[config.mk]
export PLATFORM = sky130hd
export DESIGN_NAME = muldiv_unit
export DESIGN_NICKNAME = d
export VERILOG_FILES = /design/src/rtl/muldiv_unit.sv
export SDC_FILE = /design/constraint.sdc
export NUM_CORES = 2
export LEC_CHECK = 0
export CAP_MARGIN = 20
export CORE_MARGIN = 3
export CORE_UTILIZATION = 39
export CTS_BUF_LIST = sky130_fd_sc_hd__clkbuf_16
export DETAILED_ROUTE_END_ITERATION = 8
export PLACE_DENSITY = 0.67
export REMOVE_ABC_BUFFERS = 1
export SLEW_MARGIN = 20
export SYNTH_ARGS = -nofsm -noshare
export SYNTH_HDL_FRONTEND = slang
export SYNTH_SLANG_ARGS = --single-unit
[constraint.sdc]
create_clock -name clk -period 25.6 [get_ports clk]
set_input_delay 6.4 -clock clk [delete_from_list [all_inputs] [get_ports clk]]
set_output_delay 6.4 -clock clk [all_outputs]
set_load 0.03 [all_outputs]
[src/rtl/muldiv_unit.sv]
// Multi-cycle integer multiply/divide engine for the EX stage.
// MULT/MULTU go through a MUL_LAT-deep product pipeline. DIV/DIVU run radix-2
// restoring division on magnitudes, one quotient bit per cycle, then a FIX
// cycle applies the signs. hi/lo/div_by_zero change only on a done pulse.
module muldiv_unit #(
  parameter int WIDTH   = 32,
  parameter int MUL_LAT = 2
) (
  input  logic             clk,
  input  logic             rst,
  input  logic             flush,
  input  logic             start,
  input  logic [1:0]       op,
  input  logic [WIDTH-1:0] a,
  input  logic [WIDTH-1:0] b,
  output logic             busy,
  output logic             done,
  output logic [WIDTH-1:0] hi,
  output logic [WIDTH-1:0] lo,
  output logic             div_by_zero
);

  localparam int CNT_W  = $clog2(WIDTH + 1);
  localparam int PIPE_D = (MUL_LAT > 1) ? MUL_LAT - 1 : 1;

  typedef enum logic [1:0] {S_IDLE, S_MUL, S_DIV, S_FIX} state_t;

  state_t               state;
  logic [CNT_W-1:0]     cnt;
  logic [2*WIDTH-1:0]   prod_pipe [PIPE_D];
  logic [WIDTH-1:0]     rem;
  logic [WIDTH-1:0]     quo;
  logic [WIDTH-1:0]     dvs;
  logic                 neg_q;
  logic                 neg_r;

  logic                 is_div;
  logic                 a_neg;
  logic                 b_neg;
  logic [2*WIDTH-1:0]   a_ext;
  logic [2*WIDTH-1:0]   b_ext;
  logic [2*WIDTH-1:0]   prod_now;
  logic [2*WIDTH-1:0]   mul_res;
  logic [WIDTH-1:0]     a_mag;
  logic [WIDTH-1:0]     b_mag;
  logic [WIDTH-1:0]     rem_in;
  logic [WIDTH-1:0]     quo_in;
  logic [WIDTH-1:0]     dvs_in;
  logic [WIDTH:0]       trial;
  logic [WIDTH-1:0]     rem_nxt;
  logic [WIDTH-1:0]     quo_nxt;
  logic [WIDTH-1:0]     q_fix;
  logic [WIDTH-1:0]     r_fix;

  // Operand conditioning, the shared divide step and the final sign fix.
  // The step takes the raw dividend in IDLE so the first quotient bit is
  // produced on the accept edge, leaving room for the FIX cycle.
  always_comb begin
    // NOTE: every output of this block gets a value on every path; a missing
    // default would infer a latch.
    is_div   = op[1];
    a_neg    = ~op[0] & a[WIDTH-1];
    b_neg    = ~op[0] & b[WIDTH-1];
    a_ext    = {{WIDTH{a_neg}}, a};
    b_ext    = {{WIDTH{b_neg}}, b};
    prod_now = a_ext * b_ext;
    mul_res  = (MUL_LAT == 1) ? prod_now : prod_pipe[PIPE_D-1];
    a_mag    = a_neg ? -a : a;
    b_mag    = b_neg ? -b : b;
    rem_in   = rem;
    quo_in   = quo;
    dvs_in   = dvs;
    if (state == S_IDLE) begin
      rem_in = '0;
      quo_in = a_mag;
      dvs_in = b_mag;
    end
    trial   = {rem_in, quo_in[WIDTH-1]} - {1'b0, dvs_in};
    rem_nxt = trial[WIDTH] ? {rem_in[WIDTH-2:0], quo_in[WIDTH-1]} : trial[WIDTH-1:0];
    quo_nxt = {quo_in[WIDTH-2:0], ~trial[WIDTH]};
    q_fix   = neg_q ? -quo : quo;
    r_fix   = neg_r ? -rem : rem;
  end

  // Control FSM with registered busy/done/result outputs.
  always_ff @(posedge clk) begin
    // NOTE: state is updated with non-blocking assignments so every register
    // sees the pre-edge values of the others, independent of statement order.
    if (rst) begin
      state       <= S_IDLE;
      cnt         <= '0;
      busy        <= 1'b0;
      done        <= 1'b0;
      hi          <= '0;
      lo          <= '0;
      div_by_zero <= 1'b0;
      rem         <= '0;
      quo         <= '0;
      dvs         <= '0;
      neg_q       <= 1'b0;
      neg_r       <= 1'b0;
      // NOTE: the product pipeline is a handful of registers, not a RAM, and
      // reset has to clear it, so it is reset like any other state.
      for (int i = 0; i < PIPE_D; i++) prod_pipe[i] <= '0;
    end else begin
      done <= 1'b0;
      if (flush) begin
        state <= S_IDLE;
        busy  <= 1'b0;
        cnt   <= '0;
      end else begin
        case (state)
          S_IDLE: begin
            if (start) begin
              cnt <= CNT_W'(1);
              if (!is_div) begin
                prod_pipe[0] <= prod_now;
                if (MUL_LAT == 1) begin
                  hi          <= prod_now[2*WIDTH-1:WIDTH];
                  lo          <= prod_now[WIDTH-1:0];
                  div_by_zero <= 1'b0;
                  done        <= 1'b1;
                end else begin
                  state <= S_MUL;
                  busy  <= 1'b1;
                end
              end else if (b == '0) begin
                hi          <= a;
                lo          <= '1;
                div_by_zero <= 1'b1;
                done        <= 1'b1;
              end else begin
                rem   <= rem_nxt;
                quo   <= quo_nxt;
                dvs   <= b_mag;
                neg_q <= a_neg ^ b_neg;
                neg_r <= a_neg;
                state <= S_DIV;
                busy  <= 1'b1;
              end
            end
          end
          S_MUL: begin
            for (int i = 1; i < PIPE_D; i++) prod_pipe[i] <= prod_pipe[i-1];
            if (cnt == CNT_W'(MUL_LAT - 1)) begin
              hi          <= mul_res[2*WIDTH-1:WIDTH];
              lo          <= mul_res[WIDTH-1:0];
              div_by_zero <= 1'b0;
              done        <= 1'b1;
              busy        <= 1'b0;
              state       <= S_IDLE;
              cnt         <= '0;
            end else begin
              cnt <= cnt + CNT_W'(1);
            end
          end
          S_DIV: begin
            rem <= rem_nxt;
            quo <= quo_nxt;
            cnt <= cnt + CNT_W'(1);
            if (cnt == CNT_W'(WIDTH - 1)) state <= S_FIX;
          end
          S_FIX: begin
            hi          <= r_fix;
            lo          <= q_fix;
            div_by_zero <= 1'b0;
            done        <= 1'b1;
            busy        <= 1'b0;
            state       <= S_IDLE;
            cnt         <= '0;
          end
          default: begin
            state <= S_IDLE;
            busy  <= 1'b0;
          end
        endcase
      end
    end
  end

endmodule

Word-level counts from Yosys, hierarchy flattened

Memories as Yosys holds them, arrays and structs flattened.
Index checks and enable logic that the tools add are counted.
Widths: inputs -> output; s select.

Add/sub/neg operators: 6
Multipliers: 1
Equality and inequality tests: 12
Muxes and demuxes: 59
Bitwise operators: 7
Reductions and logical operators: 11

Operator list:

| operator            | number |
|---|---|
| $mux 32             | 22 |
| $pmux 32 s3         | 2 |
| $neg 32->32         | 4 |
| $pmux 32 s2         | 2 |
| $mul 33x33->64      | 1 |
| $mux 64             | 1 |
| $reduce_or 64->1    | 1 |
| $sub 33x32->33      | 1 |
| $logic_not 32->1    | 1 |
| $pmux 6 s4          | 1 |
| $mux 1              | 20 |
| $mux 6              | 2 |
| $mux 2              | 5 |
| $ne 2x2->1 const B  | 5 |
| $reduce_and 5->1    | 2 |
| $pmux 1 s3          | 3 |
| $pmux 2 s4          | 1 |
| $reduce_and 4->1    | 2 |
| $add 6x1->6 const B | 1 |
| $eq 6x1->1 const B  | 1 |
| $eq 6x5->1 const B  | 1 |
| $reduce_and 6->1    | 1 |
| $eq 2x2->1 const B  | 2 |
| $not 1->1           | 4 |
| 9 further kinds     | 10 |

Bits in registers: 173
Memory bits (writable): 64
Input bits: 70
Output and inout port bits: 67
Logic and storage cells: 109
Memories: 1

Memory list:

| name      | depth | width | read ports | clocked after memory_dff | write ports | RTL line | source |
|---|---|---|---|---|---|---|---|
| prod_pipe | 1     | 64    | 1          | 0                        | 1           | 30       | `logic [2*WIDTH-1:0] prod_pipe [PIPE_D];` |

Logic depth before layout (Yosys ltp)

Depth after elaboration: 10
Depth in mapped cells: 33
Gate-level depth less buffers: 28

Least setup slack after synthesis

No wires, ideal clock.

Path kind: input to register
Start: input port a[31]
End: memory prod_pipe[0][59] in the netlist's numbering, data pin
Arrival time: 14885 ps
Setup slack: 10447 ps
Stages on the path: 29
Path buffers: 4
Cells stage by stage: clkbuf_1 nor2b_1 clkbuf_1 clkbuf_1 clkbuf_1 nand2_1 inv_1 fa_1 fa_1 fa_1 inv_1 fa_1 inv_1 fa_1 fa_1 inv_1 fa_1 fa_1 inv_1 ha_1 and3_1 and3_1 and3_1 a311o_1 a311o_1 a31oi_1 o21ai_0 o21ai_0 o31ai_1

Word-level cells in the longest chain between the ends: 3

Ends and longest elaborated chain:

| element                      | RTL line | source |
|---|---|---|
| start, declared              | 14       | `input logic [WIDTH-1:0] a,` |
| $and 1x1->1                  | 62       | `a_neg = ~op[0] & a[WIDTH-1];` |
| $mul 33x33->64 (*)           | 66       | `prod_now = a_ext * b_ext;` |
| $mux 64 (no source line) (*) | n/a      |  |
| end, declared                | 30       |  |

Every way passes the cells marked *; elsewhere a longest branch is shown, timed or not.

Worst setup path after layout

Same ends and word-level chain as after synthesis.

==> reports/results.md <==
| Stage | Result | Value |
| --- | --- | --- |
| sta | Clock tree skew after final layout | 0.0475 ns |
| clock tree | Total of hold buffers inserted after clock tree synthesis | 0 |
| drt | Number of remaining DRC errors | 0 |
| global route | Maximum number of pins on one net before global-route repair | 98 |
| synth | Ys Warns | 0 |
| drt | Average wire per cell in the routed design | 20.4 um |
| synth | Number of synthesized flops with an enable pin | 64 |
| clock tree | Skew-Pair Late Insertion Delay | 0.62 ns |
| clock tree | Cts bufs inserted | 28 |
| global route | Met3 GRT Util | 4.46% |
| synth | Seq cells post-synth | 237 |
| drt | Number of vias in the routed layout | 40.5k |
| synth | Dominant cells by area after synthesis | fa_1 43%, inv_1 8.0%, dfxtp_1 6.6%, nand2_1 6.5%, ha_1 6.0% |
| floorplanning | Die outline area | 138000 um^2 |
| clock tree | Number of gates resized after CTS | 0 |
| flow run | Maximum capacitance violations | 0 |
| floorplanning | Die Y-Extent | 372 um |
| global route | Layer with the highest usage after global routing | met2 |
| sta | Final critical-path required period | 15.76 ns |
| synth | Share of Yosys cell area claimed by the top area cell type | 43.2% |
| floorplanning | Starting utilization of the core area | 39.5% |
| critical path | Category of the worst setup path capture point | register |
| clock tree | CTS tree | done |
| sta | Number of failing hold endpoints at the final stage | 0 |
| synth | Synthesized instance count | 5907 |
| synth | Average size of a mapped cell | 8.83 um^2 |
| synth | Mapped Area | 52100 um^2 |
| clock tree | H-Tree Depth | 1 |
| drt | Post-DR vias/cell | 5.37 |
| placed design | Placed Cells | 7476 |
| clock tree | Clock net sink count | 237 |
| global route | Global-route wire length before repair | 245 mm |
| final layout | Final instance count without filler cells | 7533 |
| sta | Worst rel slew slack | 21.5% |
| sta | Final setup violation count | 0 |
| synth | Most used DFF post-synth | dfxtp_1 |
| clock tree | Post CTS Setup Buffer Count | 0 |
| drt | Number of nets with antenna violations after routing | 0 |
| clock tree | Clock transition time at the flip-flop clock pins of the worst setup and hold paths | 0.06 ns |
| final layout | Proportion of layout cells with a drive suffix above 1 | 3.72% |
| sta | RSZ-0062 raised after global routing | no |
| drt | Iteration-0 DRC count of the detailed router | 3084 |
| global route | GR met2 Demand/Resource | 37.3% |
| final layout | Top library cells by usage in the layout, fill and taps aside | 1126 x fa_1, 1116 x inv_1, 901 x nand2_1 |
| synth | Unique masters post-synth | 86 |
| synth | Async set or reset register ratio after synthesis | 0% |
| final layout | Most common library cell in the layout ignoring fill and taps | fa_1 |
| sta | Fmax achieved | 0.0635 GHz |
| critical path | Worst Setup SP | a[31] |
| drt | TritonRoute pass-1 iters | 6 |
| final layout | Area growth from synthesis to final layout | 6.33% |
| global route | Initial antenna violation count | 5 |
| synth | Cell taking the most area after synthesis | fa_1 |
| clock tree | Maximum buffer depth of the clock tree | 3 |
| global route | Vias in the first global route | 42.8k |
| placed design | Input/output buffers | 136 |
| floorplanning | Placeable core region | 132000 um^2 |
| final layout | Net count of the finished layout | 7199 |
| critical path | Data arrival time of the critical path | 16.08 ns |
| floorplanning | Die W | 372 um |
| sta | Final count of pins violating max slew | 0 |
| floorplanning | IO Count | 137 |
| sta | Setup TNS | 0 ns |
| critical path | Crit path launch type | input pin |
| sta | Slew at the pin closest to its max-slew limit | 1.18 ns |
| critical path | Worst Setup Path Type | in -> reg |
| placed design | Final weighted congestion in routability-driven placement | 0.910 |
| drt | Total wire length | 153 mm |
| run status | Result of the run | completed |
| critical path | Crit-path max FO | 37 |
| hold path | Start point of the worst hold path | lo[4] |
| floorplanning | Row Count | 133 |
| global route | Routing usage on met1 | 30.2% |
| synth | Fraction of the yosys area taken by sequential cells | 10.3% |
| placed design | Half-perimeter wire length after placement | 116 mm |
| clock tree | Cell at the root of the clock tree | clkbuf_16 |
| critical path | WP data required | 25.92 ns |
| sta | Minimum hold slack | 0.455 ns |
| critical path | Startpoint of the lowest-slack register-to-register path | state[0] |
| sta | Part of the cycle the worst path needs | 61.5% |
| hold path | Hold Path Class | reg -> reg |
| global route | Combined global-route utilization of all metal layers | 22.6% |
| global route | Total congestion overflow after global routing | 0 |
flip-flops by register name, summed over array words and instances, names as in the netlist:
name	count
done	1
quo	32
lo	32
hi	32
dvs	32
neg_r	1
neg_q	1
div_by_zero	1
prod_pipe	64
state	2
rem	32
busy	1
cnt	6
metal layers:
| metal | share of wire (%) | up-vias |
|---|---|---|
| li1 | - | 17700 |
| met1 | 42 | 20800 |
| met2 | 46 | 1614 |
| met3 | 8.9 | 295 |
| met4 | 3.1 | 2 |
| met5 | 0.0085 | - |
kinds of logic after synthesis:
group | synth area share, %
AOI/OAI and AO/OA | 8.79
adders and majority gates | 49.2
xor gates and xnor gates | 3.60
DFF | 10.3
muxes | 0.621
and+or+nand+nor | 16.5
buffers and inverters | 10.9
area by class of cell:
type / count / area [um^2]
timing repair buffer: 210 / 1740
antenna: 3 / 7.51
fill: 12900 / 76700
multi-input combinational: 4167 / 41100
tap: 1755 / 2200
sequential: 237 / 5390
clock inverter: 24 / 138
inverter: 1109 / 4160
clock buffer: 28 / 701
Yosys cell counts (86+ instances only):
cell type	count
dfxtp_1	173
inv_1	1108
and2_1	369
xor2_1	100
xnor2_1	111
nor2_1	335
nand2_1	902
ha_1	250
a21oi_1	213
o21ai_0	88
fa_1	1126
a211oi_1	86
clkbuf_1	317
critical path, cell delays in order:
cell and delay [ns]:
buf_2 0.07, buf_4 0.45, nor2b_4 0.61, buf_16 0.25
nand2_1 0.10, inv_1 0.16, fa_1 0.48, fa_1 0.57
fa_1 0.65, inv_1 0.30, fa_1 1.05, inv_1 0.30
fa_1 0.52, fa_1 0.55, inv_1 0.05, fa_1 0.45
fa_1 0.49, inv_1 0.04, ha_1 0.34, and3_1 0.23
and3_1 0.21, and3_1 0.18, a311o_1 0.34, a311o_1 0.37
a31oi_1 0.33, o21ai_0 0.24, o21ai_0 0.20, o31ai_1 0.09
worst paths after layout:
path / slack, ns / end / depth (start not counted)
setup / recovery: 9.84 / prod_pipe[0][59] / 28
hold / removal: 0.46 / lo[4] / 2
setup reg to reg: 19.81 / rem[0] / 17
hold reg to reg: 0.46 / lo[4] / 2
stage by stage:
step	cell area, um^2	util (%)	worst slack (ns)
final	55400	42.0	9.84
after global routing	55400	42.0	9.38
after CTS	55400	41.9	9.57
after detailed placement	54500	41.3	8.97
after global placement	54500	41.3	9.11
after floorplan	50600	-	10.10
Power is left out: the tool's default activity adds up to more than one toggle a clock period on the data nets, which glitch-free logic cannot reach.
